$ cat config.mk
export PLATFORM = sky130hd
export DESIGN_NAME = rv64b_ise_arb
export DESIGN_NICKNAME = d
export VERILOG_FILES = /design/src/rtl/rv64b_ise_arb.sv
export SDC_FILE = /design/constraint.sdc
export NUM_CORES = 1
export LEC_CHECK = 0
export ABC_AREA = 1
export CAP_MARGIN = 20
export CORE_AREA = 4 4 211 213
export DETAILED_ROUTE_END_ITERATION = 8
export DIE_AREA = 0 0 215 217
export PLACE_DENSITY_LB_ADDON = 0.2
export SKIP_LAST_GASP = 1
export SLEW_MARGIN = 40
export SYNTH_ARGS = -nofsm -noshare
export SYNTH_HDL_FRONTEND = slang
export SYNTH_SLANG_ARGS = --single-unit
$ cat constraint.sdc
create_clock -name g_clk -period 1.95 [get_ports g_clk]
set_input_delay 0.39 -clock g_clk [delete_from_list [all_inputs] [get_ports g_clk]]
set_output_delay 0.39 -clock g_clk [all_outputs]
set_load 0.03 [all_outputs]
$ cat src/rtl/rv64b_ise_arb.sv
// Two-port arbiter/sequencer for the shared roli/roliw/andn datapath.
// One op in flight at a time: IDLE -> EXEC (datapath cycle) -> RESP (hold until consumed).
module rv64b_ise_arb #(
    parameter bit RR = 1'b1
) (
    input  logic        g_clk,
    input  logic        g_resetn,
    input  logic        req0_valid,
    output logic        req0_ready,
    input  logic [1:0]  req0_op,
    input  logic [63:0] req0_rs1,
    input  logic [63:0] req0_rs2,
    input  logic [4:0]  req0_imm,
    input  logic        req1_valid,
    output logic        req1_ready,
    input  logic [1:0]  req1_op,
    input  logic [63:0] req1_rs1,
    input  logic [63:0] req1_rs2,
    input  logic [4:0]  req1_imm,
    output logic        rsp_valid,
    input  logic        rsp_ready,
    output logic        rsp_id,
    output logic [63:0] rsp_rd,
    output logic        rsp_err,
    output logic [63:0] dp_rs1,
    output logic [63:0] dp_rs2,
    output logic [4:0]  dp_imm,
    output logic        dp_op_roli,
    output logic        dp_op_roliw,
    output logic        dp_op_andn,
    input  logic [63:0] dp_rd,
    output logic        busy
);

    typedef enum logic [1:0] {IDLE, EXEC, RESP} state_t;

    state_t      state_q, state_d;
    logic [1:0]  op_q;
    logic [63:0] rs1_q, rs2_q;
    logic [4:0]  imm_q;
    logic        id_q;
    logic        last_q;
    logic        rsp_id_q, rsp_err_q;
    logic [63:0] rsp_rd_q;

    logic arb_en, pick1, accept, exec, op_ill;

    // Arbitration runs in IDLE and in the cycle a response is consumed,
    // so a pending request can follow a completed one with no bubble.
    assign arb_en = g_resetn && ((state_q == IDLE) || ((state_q == RESP) && rsp_ready));
    assign pick1  = (req0_valid && req1_valid) ? (RR && !last_q) : req1_valid;
    assign req0_ready = arb_en && req0_valid && !pick1;
    assign req1_ready = arb_en && req1_valid && pick1;
    assign accept     = req0_ready || req1_ready;

    always_comb begin
        state_d = state_q;
        case (state_q)
            IDLE:    if (accept) state_d = EXEC;
            EXEC:    state_d = RESP;
            RESP:    if (rsp_ready) state_d = accept ? EXEC : IDLE;
            default: state_d = IDLE;
        endcase
    end

    always_ff @(posedge g_clk or negedge g_resetn) begin
        if (!g_resetn) begin
            state_q   <= IDLE;
            op_q      <= 2'b00;
            rs1_q     <= '0;
            rs2_q     <= '0;
            imm_q     <= '0;
            id_q      <= 1'b0;
            last_q    <= 1'b1;
            rsp_id_q  <= 1'b0;
            rsp_err_q <= 1'b0;
            rsp_rd_q  <= '0;
        end else begin
            state_q <= state_d;
            if (accept) begin
                op_q   <= pick1 ? req1_op  : req0_op;
                rs1_q  <= pick1 ? req1_rs1 : req0_rs1;
                rs2_q  <= pick1 ? req1_rs2 : req0_rs2;
                imm_q  <= pick1 ? req1_imm : req0_imm;
                id_q   <= pick1;
                last_q <= pick1;
            end
            if (state_q == EXEC) begin
                rsp_rd_q  <= op_ill ? '0 : dp_rd;
                rsp_err_q <= op_ill;
                rsp_id_q  <= id_q;
            end
        end
    end

    // Datapath lines are quiet outside EXEC so it only toggles when used.
    assign exec        = (state_q == EXEC);
    assign op_ill      = (op_q == 2'b11);
    assign dp_rs1      = exec ? rs1_q : '0;
    assign dp_rs2      = exec ? rs2_q : '0;
    assign dp_imm      = exec ? imm_q : '0;
    assign dp_op_roli  = exec && (op_q == 2'b00);
    assign dp_op_roliw = exec && (op_q == 2'b01);
    assign dp_op_andn  = exec && (op_q == 2'b10);

    assign rsp_valid = (state_q == RESP);
    assign rsp_id    = rsp_id_q;
    assign rsp_rd    = rsp_rd_q;
    assign rsp_err   = rsp_err_q;
    assign busy      = (state_q != IDLE);

endmodule

==> results.tsv, run 1 <==
metric	value	unit
clk_path_buf_depth	3	
dieArea	0.0467	mm²
first_iter_violations	741	
min_path_type	input port to flip-flop	
criticalPathCategory	flip-flop to output pin	
finalNonFillerCells	2719	
min_period	2.14	ns
ir_drop	0.389	mV
setup_ws	-0.187	ns
worst-slew-pin-transition	0.662	ns
dp.cells	2640	
clk_pin_slew_worst_paths	0.06	ns
grt_overflow	0	
synth_cells	1611	
fill_cells	4442	
cts_tree	done	
period_share	1.10	
async_flop_share	1.00	
synth_seq_area_share	0.477	
ant_nets	0	
cts_max_level	1	
yosysUniqueCellTypes	18	
yosysTopAreaCell	dfrtp_1	
drv_cap	0	
yosysMostFrequentCell	nand2_1	
dp_slack	-0.0121	ns
drive_gt1_frac	0.164	
netlist_top_cells_count	nand2_1, dfrtp_1, inv_1	
worstPathArrival	1.75	ns
setup_tns	-17.31	ns
synth_area	0.0108	mm²
grt_usage	0.182	
p_leak	0.00976	µW
end_kind	output pin	
fmax	468	MHz
start_kind	flip-flop	
finalClockSkew	0.00857	ns
clk_latency	0.53	ns
r2r_cells	9	
p_per_area	989	mW/mm²
die_y	217	µm
core-area	0.0427	mm²
drc	0	
yosys_warnings	0	
yosys.area.top_type_share	0.475	
syn_to_final_growth	74.8	%
synth_ff_type	dfrtp_1	
grt_pass1_vias	12000	
via_count	11800	
synth_fp_nets	1950	
failed_checks	setup timing	
path_max_fanout	8	
root_buffer	clkbuf_16	
hold_depth	5	
wl	45500	µm
place_area	0.0166	mm²
finalSetupViolations	138	
dp_hpwl	32000	µm
die_x	215	µm
gp_congestion	0.815	
grt_max_degree	132	
grt_pass1_wl	68300	µm
rsz0062_at_grt	true	
cts_made_buffers	26	
hold_viol_final	0	
synth_enable_flop_cells	0	
via_per_inst	4.34	
boundaryPins	545	
synth_seq_cells	205	
ys_top_cells_by_area	dfrtp_1, nand2_1, nand3_1, inv_1, nor2_1	
fin_area	0.0188	mm²
finalNetCount	2491	
avgSynthCellArea	6.68	µm²
antenna_found_initial	1	
slew_headroom	0.559	
io_buffers	544	
rows	76	
status	finished with violations	
cp.required	1.56	ns
post_drt_wl_per_cell	16.7	µm
slew_viol_final	0	
initial_utilization	0.252	
cts_sinks	205	
dr.pass1.iters	5	
-- kinds of logic after synthesis --
group	count (synthesis)	synth area share
flip-flops	205	0.477
buffers and inverters	242	0.0985
AO/OA/AOI/OAI	3	0.00140
AND/OR/NAND/NOR	1161	0.423
-- timing repair --
action                                  CTS  global route
endpoints found under the setup margin  205           140
endpoints found under the hold margin    50             0
pin swaps                                 4             6
buffers inserted                         11             7
resized for setup                       149           179
gates cloned                              4             6
hold buffers                              1             0
-- power breakdown --
part / internal, µW / switching, µW / leakage [µW] / total [µW]
registers: 5500 / 677 / 0.00255 / 6180
logic: 2910 / 4600 / 0.00677 / 7510
clock network: 2980 / 1920 / 0.000434 / 4900
-- worst max-delay path, stage by stage, from the launching register on --
cell       delay, ns
dfrtp_1         0.41
inv_4           0.11
nand2_8         0.10
buf_12          0.17
clkbuf_16       0.18
nor2_4          0.09
buf_6           0.13
-- path summary, 6_finish.rpt --
| kind | startpoint | slack (ns) | to |
|---|---|---|---|
| setup reg to reg | state_q[1] | 0.20 | rsp_rd[50] |
| hold reg to reg | rsp_rd[53] | 0.47 | rsp_rd[53] |
| max in group asynchronous | g_resetn | 0.41 | rs2_q[27] |
| setup / recovery | state_q[1] | -0.19 | dp_rs1[12] |
| hold / removal | req1_valid | 0.35 | last_q |
| min in group asynchronous | g_resetn | 0.48 | id_q |
-- placed cells by master (no fill, tap or decap) --
cell             count
inv_1              139
a21oi_2              1
o21ai_0              1
buf_4               91
buf_8                2
nor2_1              53
nand2_1            876
nor2_2              21
nor2_4              67
nand3_1            136
dfrtp_2              1
nor3_1               1
dfstp_2              1
nor3_4               1
nand2_4              3
clkdlybuf4s50_1    336
clkbuf_16           32
inv_6                1
dfrtp_1            203
buf_6               83
dlygate4sd2_1       66
clkbuf_8             5
bufinv_16            2
clkbuf_1             4
buf_16               6
or2_2                1
nand2_8              2
a21oi_4              1
nand3_4              1
clkinv_2             7
inv_4                1
buf_12              24
dlygate4sd3_1        1
diode_2              1
clkinvlp_4           2
-- area by class of cell --
cell class	count	area [µm²]	share of cell area
flip-flops and latches	205	5130	0.273
diodes	1	2.50	0.000133
well taps	546	683	0.0363
clock buffers	36	759	0.0404
clock inverters	12	119	0.00632
repair buffers	614	6370	0.339
multi-input cells	1165	5200	0.277
inverters	140	528	0.0281
-- sequential cells by signal, indices dropped and copies added, names as in the netlist --
signal	flops
rs1_q	64
rs2_q	64
rsp_rd	64
imm_q	5
op_q	2
state_q	2
id_q	1
last_q	1
rsp_err	1
rsp_id	1
-- metrics by stage --
step	utilization	total power [µW]	hold WS (ns)
floorplan	-	10000	0.0944
global placement	0.390	13300	0.441
detailed placement	0.390	13300	0.436
CTS	0.420	18300	0.309
global route	0.440	19800	0.338
finish	0.440	18600	0.349
-- routing by layer --
layer	up-vias	global-route usage	wire [µm]
met5	-	0	0
met4	0	0.0472	1250
met3	69	0.0458	3040
met2	345	0.325	22900
met1	5514	0.220	18300
li1	5876	-	-
(Power assumes the default switching activity.)
==> run 2: changes to the inputs <==
HOLD_SLACK_MARGIN = 0.15   (was default)
SKIP_LAST_GASP = default   (was 1)
==> run 2 against run 1 <==
The flow still finishes with violations (setup timing). Clock skew about the same. Final area up 0.35%. Register-to-register slack about the same. Sequential share of layout area down 0.094 points. Core utilization up 0.15 points. Die area unchanged. Flip-flop and latch count unchanged. Global-route usage about the same.
==> results.tsv, run 2 (synthesis gave the netlist of run 1 again) <==
metric	value	unit
status	finished with violations	
failed_checks	setup timing	
worst-slew-pin-transition	0.660	ns
grt_usage	0.182	
grt_overflow	0	
finalSetupViolations	138	
via_count	11800	
worst_path_largest_cell_delay	0.41	ns
cts_tree	done	
die_y	217	µm
grt_pass1_vias	12000	
criticalPathCategory	flip-flop to output pin	
min_path_type	input port to flip-flop	
clk_pin_slew_worst_paths	0.06	ns
p_leak	0.00978	µW
end_kind	output pin	
io_buffers	544	
slew_viol_final	0	
first_iter_violations	746	
clk_path_buf_depth	3	
root_buffer	clkbuf_16	
syn_to_final_growth	75.4	%
rsz0062_at_grt	true	
boundaryPins	545	
dieArea	0.0467	mm²
final_common_cell	nand2_1	
drc	0	
place_area	0.0166	mm²
cts_max_level	1	
fin_area	0.0189	mm²
drive_gt1_frac	0.165	
dr.pass1.iters	7	
initial_utilization	0.252	
grt_max_degree	132	
crit_chain	inv_4 -> nand2_8 -> buf_12 -> clkbuf_16 -> nor2_4 -> buf_6	
core-area	0.0427	mm²
setup_ws	-0.186	ns
fill_cells	4430	
period_share	1.10	
p_per_area	987	mW/mm²
final_cell_mix	nand2_1, clkdlybuf4s50_1, dfrtp_1, inv_1, nand3_1	
multi_input_area	0.00522	mm²
ff_latch_area	0.00513	mm²
hold_ws	0.348	ns
die_x	215	µm
fmax	468	MHz
wl	45500	µm
gp_congestion	0.815	
finalClockSkew	0.00843	ns
drv_cap	0	
cp.required	1.56	ns
post_drt_wl_per_cell	16.7	µm
path_max_fanout	8	
start_kind	flip-flop	
ant_nets	0	
slew_headroom	0.560	
cts_made_buffers	26	
ir_drop	0.388	mV
antenna_found_initial	1	
via_per_inst	4.33	
min_period	2.14	ns
finalNetCount	2491	
hold_viol_final	0	
grt_pass1_wl	68400	µm
cts_sinks	205	
crit_buf_inv	4	
rows	76	
clk_latency	0.53	ns
dp_hpwl	32000	µm
worstPathArrival	1.75	ns
cp_slowest_cell	dfrtp_1	
cp_top_family	buffers and inverters	
==> run 2: cell counts in the layout (fill, tap and decap cells not counted) <==
No cell type changed its count.
==> run 2: per-layer routing <==
metal  GRT usage  vias up  part of all wire
li1            -     5876                 -
met1       0.219     5486              0.40
met2       0.326      351              0.51
met3      0.0459       71             0.065
met4      0.0472        0             0.028
met5           0        -                 0
==> run 2: final timing paths <==
check | startpoint | to | slack [ns] | depth (start not counted)
max | state_q[1] | dp_rs1[12] | -0.19 | 6
min | req1_valid | last_q | 0.35 | 5
max reg2reg | state_q[1] | rsp_rd[50] | 0.21 | 9
min reg2reg | rsp_rd[53] | rsp_rd[53] | 0.47 | 2
max in group asynchronous | g_resetn | rs2_q[27] | 0.42 | 4
min in group asynchronous | g_resetn | id_q | 0.48 | 3
==> run 2: power by group <==
| group | leakage [µW] | switching, µW | internal (µW) |
|---|---|---|---|
| logic | 0.00679 | 4610 | 2930 |
| registers | 0.00255 | 675 | 5500 |
| clock network | 0.000434 | 1920 | 2980 |
==> run 2: repair_timing <==
| action | CTS | global route |
|---|---|---|
| pin swaps | 4 | 5 |
| buffers inserted | 11 | 7 |
| endpoints found under the setup margin | 205 | 140 |
| hold endpoints to repair | 156 | 0 |
| gates cloned | 4 | 6 |
| gates resized for setup | 159 | 183 |
| hold buffers | 1 | 0 |
==> run 2: worst register-to-register path, cell delays in order, from the launching register on <==
cell     delay, ns
dfrtp_1       0.41
inv_4         0.11
buf_12        0.11
nand2_8       0.08
buf_6         0.14
buf_4         0.13
a21oi_4       0.13
buf_12        0.28
nand2_1       0.21
nand2_1       0.09
==> run 2: layout make-up <==
class / count / area share
Antenna cell: 1 / 0.000133
Clock buffer: 36 / 0.0403
Clock inverter: 12 / 0.00630
Inverter: 140 / 0.0280
Multi-Input combinational cell: 1165 / 0.277
Sequential cell: 205 / 0.272
Tap cell: 546 / 0.0362
Timing Repair Buffer: 614 / 0.340
==> run 2: through the flow <==
step | setup TNS [ns] | instances | total power (µW) | setup slack, ns | util
floorplan | 0 | 1611 | 10000 | 0.0395 | -
global placement | -0.0209 | 2640 | 13300 | -0.0209 | 0.390
detailed placement | -0.0121 | 2640 | 13300 | -0.0121 | 0.390
CTS | -23.91 | 2704 | 18400 | -0.238 | 0.421
global route | -27.88 | 2718 | 19800 | -0.258 | 0.442
finish | -17.12 | 2719 | 18600 | -0.186 | 0.442
==> run 3: changes to the inputs <==
TNS_END_PERCENT = 100   (was default)
==> results of run 3 <==
Final layout, timing and power as in run 2 (identical DEF).
